$ cat src/rtl/adapter_dl.sv
// Downlink CPRI-to-AXIS adapter: unpacks two-sample IQ words into one sample
// per beat through a small first-word-fall-through FIFO with overflow accounting.
module adapter_dl #(
  parameter int FIFO_DEPTH = 8,
  parameter int CNT_W      = 16
) (
  input  logic                         clk,
  input  logic                         rst,
  input  logic [31:0]                  iq_rx_i,
  input  logic [31:0]                  iq_rx_q,
  input  logic                         iq_rx_valid,
  output logic [31:0]                  m_axis_tdata,
  output logic                         m_axis_tvalid,
  input  logic                         m_axis_tready,
  output logic [$clog2(FIFO_DEPTH):0]  fifo_level,
  output logic                         overflow,
  output logic [CNT_W-1:0]             drop_cnt
);

  localparam int PTR_W = $clog2(FIFO_DEPTH);
  localparam int LVL_W = PTR_W + 1;
  // A pair is only accepted when both halves are guaranteed a slot.
  localparam logic [LVL_W-1:0] ACCEPT_MAX = LVL_W'(FIFO_DEPTH - 2);

  typedef enum logic {IDLE, SECOND} state_t;

  state_t            r_state;
  logic [31:0]       r_mem [FIFO_DEPTH];
  logic [PTR_W-1:0]  r_wr_ptr;
  logic [PTR_W-1:0]  r_rd_ptr;
  logic [LVL_W-1:0]  r_level;
  logic [31:0]       r_hold;
  logic              r_overflow;
  logic [CNT_W-1:0]  r_drop_cnt;

  logic              w_push;
  logic              w_pop;
  logic              w_drop;
  logic [31:0]       w_push_data;
  logic [31:0]       w_sample_a;
  logic [31:0]       w_sample_b;

  assign w_sample_a = {iq_rx_q[15:0],  iq_rx_i[15:0]};
  assign w_sample_b = {iq_rx_q[31:16], iq_rx_i[31:16]};
  assign w_pop      = (r_level != '0) && m_axis_tready;

  always_comb begin
    w_push      = 1'b0;
    w_drop      = 1'b0;
    w_push_data = r_hold;
    case (r_state)
      IDLE: begin
        if (iq_rx_valid) begin
          if (r_level <= ACCEPT_MAX) begin
            w_push      = 1'b1;
            w_push_data = w_sample_a;
          end else begin
            w_drop = 1'b1;
          end
        end
      end
      SECOND: begin
        // The held B always goes in; a strobe arriving now is too close and is lost.
        w_push = 1'b1;
        w_drop = iq_rx_valid;
      end
      default: ;
    endcase
  end

  always_ff @(posedge clk or posedge rst) begin
    if (rst) begin
      r_state    <= IDLE;
      r_wr_ptr   <= '0;
      r_rd_ptr   <= '0;
      r_level    <= '0;
      r_hold     <= '0;
      r_overflow <= 1'b0;
      r_drop_cnt <= '0;
      for (int k = 0; k < FIFO_DEPTH; k++) begin
        r_mem[k] <= '0;
      end
    end else begin
      case (r_state)
        IDLE: begin
          if (w_push) begin
            r_hold  <= w_sample_b;
            r_state <= SECOND;
          end
        end
        SECOND:  r_state <= IDLE;
        default: r_state <= IDLE;
      endcase

      if (w_push) begin
        r_mem[r_wr_ptr] <= w_push_data;
        r_wr_ptr        <= r_wr_ptr + PTR_W'(1);
      end
      if (w_pop) begin
        r_rd_ptr <= r_rd_ptr + PTR_W'(1);
      end

      case ({w_push, w_pop})
        2'b10:   r_level <= r_level + LVL_W'(1);
        2'b01:   r_level <= r_level - LVL_W'(1);
        default: ;
      endcase

      if (w_drop) begin
        r_overflow <= 1'b1;
        if (r_drop_cnt != '1) begin
          r_drop_cnt <= r_drop_cnt + CNT_W'(1);
        end
      end
    end
  end

  assign m_axis_tvalid = (r_level != '0);
  assign m_axis_tdata  = m_axis_tvalid ? r_mem[r_rd_ptr] : '0;
  assign fifo_level    = r_level;
  assign overflow      = r_overflow;
  assign drop_cnt      = r_drop_cnt;

endmodule

$ cat config.mk
export PLATFORM = sky130hd
export DESIGN_NAME = adapter_dl
export DESIGN_NICKNAME = d
export VERILOG_FILES = /design/src/rtl/adapter_dl.sv
export SDC_FILE = /design/constraint.sdc
export NUM_CORES = 1
export LEC_CHECK = 0
export ABC_AREA = 1
export CAP_MARGIN = 20
export CELL_PAD_IN_SITES_DETAIL_PLACEMENT = 1
export CELL_PAD_IN_SITES_GLOBAL_PLACEMENT = 1
export CORE_MARGIN = 2
export CORE_UTILIZATION = 39
export DETAILED_ROUTE_END_ITERATION = 10
export PLACE_DENSITY = 0.88
export RECOVER_POWER = 25
export SETUP_SLACK_MARGIN = 0.5
export SYNTH_ARGS = -nofsm -noshare
export SYNTH_HDL_FRONTEND = slang
export SYNTH_SLANG_ARGS = --single-unit
$ cat constraint.sdc
create_clock -name clk -period 11.62 [get_ports clk]
set_input_delay 2.324 -clock clk [delete_from_list [all_inputs] [get_ports clk]]
set_output_delay 2.324 -clock clk [all_outputs]
set_load 0.005 [all_outputs]
# Word-level counts from Yosys, hierarchy flattened
# Index checks and enable logic that the tools add are counted.
# op_classes
add_sub_neg,5
n_mul,0
n_div,0
n_lt_le_gt_ge,4
eq_ne,3
shifts,0
n_mux,19
bitwise,3
reduce_logical,6
# op_table
operator,count
bitwise mux 256 bit,1
2-to-1 mux 32 bit,7
binary-select mux 32 bit (select 3 bit),1
demux 32 bit (select 3 bit),1
"adder 16 x 1 -> 16 bit, second input constant",1
"!= test 16 bit, second input constant",1
">= comparator 4 bit, second input constant",2
inverter 3 -> 4 bit,2
one-hot mux 4 bit (2 select lines),1
"adder 3 x 1 -> 3 bit, second input constant",2
one-hot mux 1 bit (2 select lines),3
2-to-1 mux 1 bit,5
"adder 4 x 1 -> 4 bit, second input constant",1
"less-or-equal comparator 4 x 3 -> 1 bit, second input constant",1
"less-than comparator 4 x 1 -> 1 bit, second input constant",1
AND reduction 2 bit,2
nonzero test 4 bit,1
"subtractor 4 x 1 -> 4 bit, second input constant",1
"== test 2 x 1 -> 1 bit, second input constant",1
"== test 2 bit, second input constant",1
logical AND 1 bit,2
nonzero test 2 bit,1
inverter 1 bit,1
# totals
reg_bits,316
latch_bits,0
ramBits,0
rom_bits,0
out_inout_bits,54
memories,0

# Depth between registers and ports, before layout
# Gate-level depths: netlist (run 1).
# depth
depth_word,6
ltp_mapped,16
depth_no_buf,16

# Worst setup path before layout (run 1)
# Ideal clock, no wire load.
# synth_timing
path_type,in2reg
start,in iq_rx_valid
end,reg r_level[2] (netlist: fifo_level[2])
setup_time_ns,0.082
arrival_ns,3.616
required_time_ns,11.538
setup_slack_ns,7.922
stages,11
n_path_buf,0
path_cell_list,nand2_1 > nand2_2 > inv_4 > ha_1 > nand2_1 > inv_1 > nor2_1 > ha_1 > a21oi_1 > or2_2 > a31oi_1
# synth_between
elab_chain_cells,4
word_cells_on_any_way,6
cone_classes,eq/ne (2); mux (3); reduce/logical (1)
# synth_rtl
element,line_no,rtl
from (decl),11,"input logic iq_rx_valid,"
2-to-1 mux 1 bit (*),53,if (iq_rx_valid) begin
one-hot mux 1 bit (2 select lines) (*),51,case (r_state)
== test 2 x 1 -> 1 bit / == test 2 bit (equally long branches),103,"case ({w_push, w_pop})"
one-hot mux 4 bit (2 select lines) / nonzero test 2 bit (equally long branches),-,
to (signal assigned),104,2'b10: r_level <= r_level + LVL_W'(1);
to (signal assigned),105,2'b01: r_level <= r_level - LVL_W'(1);
to (decl),31,logic [LVL_W-1:0] r_level;
# Every way passes the cells marked *; elsewhere a longest branch is shown, timed or not.
# A chain may end at the register's enable or synchronous reset.

==> reports/qor.csv, run 1 <==
stage,metric,value,unit
timing,period_share,64.9,%
detailed_routing,initialDrtViolationCount,897,
synth,yosys_warnings,0,
detailed_routing,drcViolationCount,0,
floorplan,row_count,72,
synth,synth-main-ff-cell,dfrtp_1,
worst_setup_path,cp-end-kind,asynchronous set/reset pin,
worst_setup_path,reg2reg_setup_slack,8.74,ns
timing,skew,0.0210,ns
status,failed_checks,"capacitance limit, slew limit",
min_path,min_from,r_hold[22]$_DFFE_PP0P_,
cts,clk_pin_slew,0.06,ns
cts,cts_resized,0,
timing,fmax,0.133,GHz
synth,syn_avg_cell_area,7.38,sq um
cts,hold_buffers,0,
synth,synthArstFlopShare,100,%
min_path,worst_hold_path.endpoint,r_hold[22]$_DFFE_PP0P_,
final_layout,multi_input_area,6520,sq um
synth,synth_top_area_cell,dfrtp_1,
synth,synth_top_cell_area_share,52.2,%
cts,cts_max_path_buffers,3,
synth,synth_most_common_cell,nand2_1,
synth,synth_area_leaders,"dfrtp_1 52%, nand2_1 25%, o21ai_0 7.4%, nor2_1 6.8%, buf_2 1.6%",
detailed_routing,post_drt_via_cell_ratio,5.30,
min_path,hold_path_depth,2,
power,power,0.00545,W
placed_design,port-buffer-count,121,
timing,tns,0,ns
min_path,min_path_type,flip-flop to flip-flop,
cts,post_cts_buffers,0,
placed_design,dpl_cell_area,16600,sq um
timing,rsz0062_at_grt,false,
synth,netlist_area,15100,sq um
power,leakagePower,9.08,nW
cts,h-tree-depth,2,
status,status,"finished, violations left",
final_layout,final_area,17800,sq um
synth,ys_types,26,
worst_setup_path,crit_fanout,176,
worst_setup_path,start_kind,input pin,
grt,grt_use_met1,31.4,%
worst_setup_path,rr_startpoint,fifo_level[0]$_DFFE_PP0P_,
cts,cts_sinks,316,
synth,synthCells,2052,
worst_setup_path,path_class,input pin to asynchronous set/reset pin,
detailed_routing,postRouteAntennaNets,0,
grt,grt_max_degree,177,
worst_setup_path,arrival,6.48,ns
grt,grt_pass1_vias,15300,
detailed_routing,drt_wl_total,51.8,mm
placed_design,routabilityCongestion,0.810,
run,cap_violations,1,
grt,grt_busiest_layer,met2,
floorplan,fp.dieW,201,um
floorplan,die-area,40400,sq um
floorplan,die_y,201,um
synth,synth_edf_count,0,
detailed_routing,vias,14100,
worst_setup_path,critPathRequiredTime,10.56,ns
synth,syn_nets,2126,
final_layout,final_util,46.3,%
floorplan,start_util,39.4,%
final_layout,fillers,4773,
final_layout,syn2layout_area_growth,17.7,%
timing,fin_crit,7.54,ns
power,power.density,306,nW/um^2
cts,clock_latency,0.54,ns
grt,grt-ovfl-total,0,
synth,ys_ff_latch,316,
detailed_routing,firstDrtPassIters,5,
grt,met2_usage,45.9,%
grt,grt_pass1_wl,83.3,mm
floorplan,core_region_area,38500,sq um
final_layout,fin_nets,2195,
grt,grt_usage,25.9,%
synth,ys_top_cells_by_count,"1,025 x nand2_1, 316 x dfrtp_1, 275 x nor2_1, 225 x o21ai_0, 47 x buf_2",
worst_setup_path,timing.rr.end,fifo_level[2]$_DFFE_PP0P_,
final_layout,register_area,7920,sq um
final_layout,num_antenna_cells,0,
power,ir_drop,122,uV
worst_setup_path,rr_worst_depth,13,
placed_design,hpwlAfterDp,29.2,mm
final_layout,layout-drive-gt1-share,4.80,%
timing,final_hold_viol_count,0,
grt,grt_antenna_before_repair,0,
timing,setup_viol,0,
cts,cts_tree,built,
cts,cts_root_buffer,clkbuf_16,
floorplan,ioPinCount,122,
detailed_routing,wl_per_cell,19.5,um
grt,use_met3,4.40,%
timing,slew_viol_final,177,
timing,whs,0.474,ns
timing,worst_pin_slew,4.49,ns
synth,ys_seq_area_share,52.2,%
cts,cts_buffers,37,
timing,max_slew_margin,-199,%
[worst max-delay path by stage]
stage,from,endpoint,slack [ns]
floorplan,rst,drop_cnt[0]$_DFFE_PP0P_,0.55
global placement,r_rd_ptr[0]$_DFFE_PP0P_,m_axis_tdata[21],5.97
detailed placement,r_rd_ptr[0]$_DFFE_PP0P_,m_axis_tdata[21],5.98
CTS,r_rd_ptr[0]$_DFFE_PP0P_,m_axis_tdata[21],5.42
global route,rst,r_rd_ptr[0]$_DFFE_PP0P_,3.13
finish,rst,r_rd_ptr[0]$_DFFE_PP0P_,4.08
[kinds of logic after synthesis]
kind of cell	count (synthesis)	share of synthesized area, %
AO/OA/AOI/OAI	234	7.74
XOR/XNOR	17	0.983
adder cells (fa/ha/maj)	6	0.496
buffers and inverters	141	4.67
flip-flops	316	52.2
AND/OR/NAND/NOR	1338	33.9
[registers in the layout (all words and copies together), names as in the netlist]
name / count
r_wr_ptr: 3
r_mem: 256
r_hold: 32
drop_cnt: 16
fifo_level: 4
r_state: 1
r_rd_ptr: 3
overflow: 1
[layer usage]
metal	part of all wire (%)	wire length, um
met1	41	21400
met2	50	26100
met3	5.0	2580
met4	3.4	1780
met5	0	0
[critical path, cell delays in order]
cell and delay (ns):
dlygate4sd3_1 0.54, clkinvlp_2 0.38, clkbuf_2 3.04
[through the flow]
stage,worst slack [ns],cells
after global routing,3.13,2664
after floorplan,0.553,2052
after global placement,5.97,2596
final,4.08,2664
after CTS,5.42,2660
after detailed placement,5.98,2596
[cell usage in the layout (no fill, tap or decap), types with 2 or more instances in the layout]
master / instances
nand2_1: 1027
dfrtp_1: 314
nor2_1: 275
o21ai_0: 225
clkdlybuf4s50_1: 118
clkbuf_16: 39
inv_1: 23
buf_4: 17
nand3_1: 12
xnor2_1: 11
nor2_2: 10
clkbuf_1: 10
nand3_2: 7
clkinv_2: 7
clkbuf_8: 7
o21ai_1: 6
xor2_1: 6
ha_1: 6
dlygate4sd3_1: 3
nor3_1: 2
a21oi_1: 2
or2_2: 2
nand4_1: 2
bufinv_16: 2
buf_12: 2
dfrtp_4: 2
[area by class of cell]
class                      count  area share, %
tap                          518           3.64
clock inverter                10          0.597
multi-input combinational   1595           36.6
inverter                      27          0.597
timing repair buffer         144           7.96
sequential                   316           44.4
clock buffer                  54           6.19
[power by group]
group / switching, W / leakage [nW] / total (W) / internal [W]
registers: 0.000317 / 4.04 / 0.00187 / 0.00155
clock network: 0.000475 / 0.597 / 0.00118 / 0.000701
logic: 0.00158 / 4.44 / 0.00241 / 0.000830
(Power assumes the default switching activity.)
==> run 2: changes to the inputs <==
--- a/config.mk
+++ b/config.mk
@@ -10,9 +10,9 @@
 export CELL_PAD_IN_SITES_DETAIL_PLACEMENT = 1
 export CELL_PAD_IN_SITES_GLOBAL_PLACEMENT = 1
 export CORE_MARGIN = 2
-export CORE_UTILIZATION = 39
+export CORE_UTILIZATION = 43
 export DETAILED_ROUTE_END_ITERATION = 10
-export PLACE_DENSITY = 0.88
+export PLACE_DENSITY = 0.91
 export RECOVER_POWER = 25
 export SETUP_SLACK_MARGIN = 0.5
 export SYNTH_ARGS = -nofsm -noshare
==> constraint.sdc (replaced) <==
create_clock -name clk -period 7.6 [get_ports clk]
set_input_delay 1.52 -clock clk [delete_from_list [all_inputs] [get_ports clk]]
set_output_delay 1.52 -clock clk [all_outputs]
set_load 0.005 [all_outputs]
==> reports/qor.csv, run 2 (synthesis gave the netlist of run 1 again) <==
stage,metric,value,unit,change
status,status,"finished, violations left",,unchanged
status,failed_checks,"capacitance limit, slew limit",,unchanged
cts,cts_sinks,316,,unchanged
timing,setup_ws,1.90,ns,was 4.08 ns
grt,grt_usage,29.2,%,was 25.9%
min_path,min_path_type,flip-flop to flip-flop,,unchanged
detailed_routing,firstDrtPassIters,5,,unchanged
timing,max_slew_margin,-151,%,was -199%
final_layout,regMostFlops,r_mem,,unchanged
timing,fmax,0.176,GHz,
timing,fin_crit,5.70,ns,
min_path,min_from,r_mem[39]$_DFFE_PP0P_,,was r_hold[22]$_DFFE_PP0P_
worst_setup_path,critical_path.cell_chain,"dlygate4sd3_1, clkinvlp_2, buf_12, clkbuf_1",,"was dlygate4sd3_1, clkinvlp_2, clkbuf_2"
worst_setup_path,rr_worst_depth,12,,was 13
floorplan,ioPinCount,122,,unchanged
detailed_routing,drcViolationCount,0,,unchanged
floorplan,die-area,36700,sq um,"was 40,400 sq um"
cts,cts_tree,built,,unchanged
timing,period_share,75.0,%,
worst_setup_path,crit_slowest_cell,clkbuf_1,,was clkbuf_2
power,power.density,471,nW/um^2,was 306 nW/um^2
detailed_routing,post_drt_via_cell_ratio,5.57,,was 5.30
timing,tns,0,ns,unchanged
worst_setup_path,critPathBufInv,4,,was 3
cts,cts_buffers,36,,was 37
floorplan,start_util,43.7,%,was 39.4%
placed_design,port-buffer-count,121,,unchanged
floorplan,fp.dieW,192,um,was 201 um
worst_setup_path,start_kind,input pin,,unchanged
power,leakagePower,9.09,nW,was 9.08 nW
cts,post_cts_buffers,0,,unchanged
detailed_routing,postRouteAntennaNets,0,,unchanged
worst_setup_path,critPathRequiredTime,7.35,ns,was 10.56 ns
detailed_routing,drt_wl_total,52.9,mm,was 51.8 mm
final_layout,syn2layout_area_growth,17.1,%,was 17.7%
grt,grt-ovfl-total,0,,unchanged
placed_design,pre_cts_slack,2.81,ns,was 5.98 ns
final_layout,num_antenna_cells,0,,unchanged
cts,clk_pin_slew,0.06,ns,about the same
final_layout,largest_register_ffs,256,,unchanged
cts,cts_max_path_buffers,3,,unchanged
grt,grt_pass1_wl,83.8,mm,was 83.3 mm
cts,cts_root_buffer,clkbuf_16,,unchanged
final_layout,fin_nets,2196,,"was 2,195"
cts,hold_buffers,0,,unchanged
cts,h-tree-depth,2,,unchanged
worst_setup_path,reg2reg_setup_slack,3.35,ns,was 8.74 ns
grt,grt_max_degree,105,,was 177
worst_setup_path,crit_fanout,104,,was 176
worst_setup_path,timing.rr.end,fifo_level[2]$_DFFE_PP0P_,,unchanged
grt,grt_antenna_before_repair,0,,unchanged
cts,clock_latency,0.51,ns,was 0.54 ns
final_layout,layout_common_cells,"1,027 x nand2_1, 314 x dfrtp_1, 275 x nor2_1, 225 x o21ai_0, 106 x clkdlybuf4s50_1",,"was 1,027 x nand2_1, 314 x dfrtp_1, 275 x nor2_1, 225 x o21ai_0, 118 x clkdlybuf4s50_1"
min_path,hold_path_depth,2,,unchanged
run,cap_violations,3,,was 1
detailed_routing,vias,14500,,"was 14,100"
placed_design,hpwlAfterDp,29.6,mm,was 29.2 mm
worst_setup_path,arrival,5.45,ns,was 6.48 ns
placed_design,routabilityCongestion,0.804,,was 0.810
timing,setup_viol,0,,unchanged
grt,grt_pass1_vias,15700,,"was 15,300"
detailed_routing,initialDrtViolationCount,1058,,was 897
final_layout,layout-drive-gt1-share,4.80,%,about the same
timing,worst_pin_slew,3.77,ns,was 4.49 ns
timing,skew,0.0155,ns,was 0.0210 ns
final_layout,final_common_cell,nand2_1,,unchanged
timing,final_hold_viol_count,0,,unchanged
worst_setup_path,path_class,input pin to asynchronous set/reset pin,,unchanged
detailed_routing,wl_per_cell,20.3,um,was 19.5 um
power,ir_drop,299,uV,was 122 uV
floorplan,core_region_area,34600,sq um,"was 38,500 sq um"
worst_setup_path,path_delay_family,buffers and inverters,,unchanged
worst_setup_path,rr_startpoint,fifo_level[2]$_DFFE_PP0P_,,was fifo_level[0]$_DFFE_PP0P_
cts,cts_resized,0,,unchanged
floorplan,row_count,68,,was 72
floorplan,die_y,192,um,was 201 um
worst_setup_path,max_stage_delay,2.71,ns,was 3.04 ns
worst_setup_path,cp-end-kind,asynchronous set/reset pin,,unchanged
min_path,worst_hold_path.endpoint,r_mem[39]$_DFFE_PP0P_,,was r_hold[22]$_DFFE_PP0P_
timing,rsz0062_at_grt,false,,unchanged
timing,slew_viol_final,126,,was 177
-- run 2: worst reg2reg max path, cell delays in order (launching register included) --
cell and delay (ns):
dfrtp_1 0.47, inv_1 0.09, nand3_1 0.48, clkbuf_1 1.23
nand2_1 0.33, inv_1 0.24, ha_1 0.31, nor2_1 0.07
nor2_1 0.18, ha_1 0.18, a21oi_1 0.05, or2_2 0.31
a31oi_1 0.22
-- run 2: layout make-up --
cell class	instances	area, sq um
fill	4317	16900
sequential	316	7920
multi-input combinational	1595	6520
timing repair buffer	146	1420
clock buffer	51	1060
tap	455	569
clock inverter	9	128
inverter	27	106
-- run 2: per-stage QoR --
stage	std cells	instance area [sq um]	total power, W	hold WS (ns)	util (%)
6_report	2599	17700	0.00836	0.475	51.2
5_1_grt	2599	17700	0.00896	0.496	51.2
4_1_cts	2596	17700	0.00835	0.476	51.1
3_5_place_dp	2536	16500	0.00645	0.460	47.7
3_3_place_gp	2536	16500	0.00625	0.457	47.7
2_1_floorplan	2052	15100	0.00501	0.443	-
-- run 2: routing by layer --
layer / wire, um / GRT usage, % / part of all wire, % / vias up
met3: 2910 / 3.71 / 5.5 / 147
met4: 1880 / 11.4 / 3.6 / 0
li1: - / - / - / 6478
met5: 0 / 0 / 0 / -
met2: 26200 / 51.6 / 50 / 488
met1: 21900 / 36.4 / 41 / 7373
-- run 2: worst max-delay path by stage --
stage	cells past startpoint	slack (ns)	start	endpoint
final	4	1.90	rst	r_mem[38]$_DFFE_PP0P_
after global routing	4	1.16	rst	r_hold[9]$_DFFE_PP0P_
after CTS	8	2.14	r_rd_ptr[0]$_DFFE_PP0P_	m_axis_tdata[21]
after detailed placement	8	2.81	r_rd_ptr[0]$_DFFE_PP0P_	m_axis_tdata[21]
after global placement	8	2.87	r_rd_ptr[0]$_DFFE_PP0P_	m_axis_tdata[21]
after floorplan	1	1.87	rst	drop_cnt[0]$_DFFE_PP0P_
-- run 2: where the power goes --
part | switching [W] | leakage (nW) | internal (W)
sequential | 0.000491 | 4.04 | 0.00237
combinational | 0.00245 | 4.48 | 0.00127
clock | 0.000710 | 0.575 | 0.00107
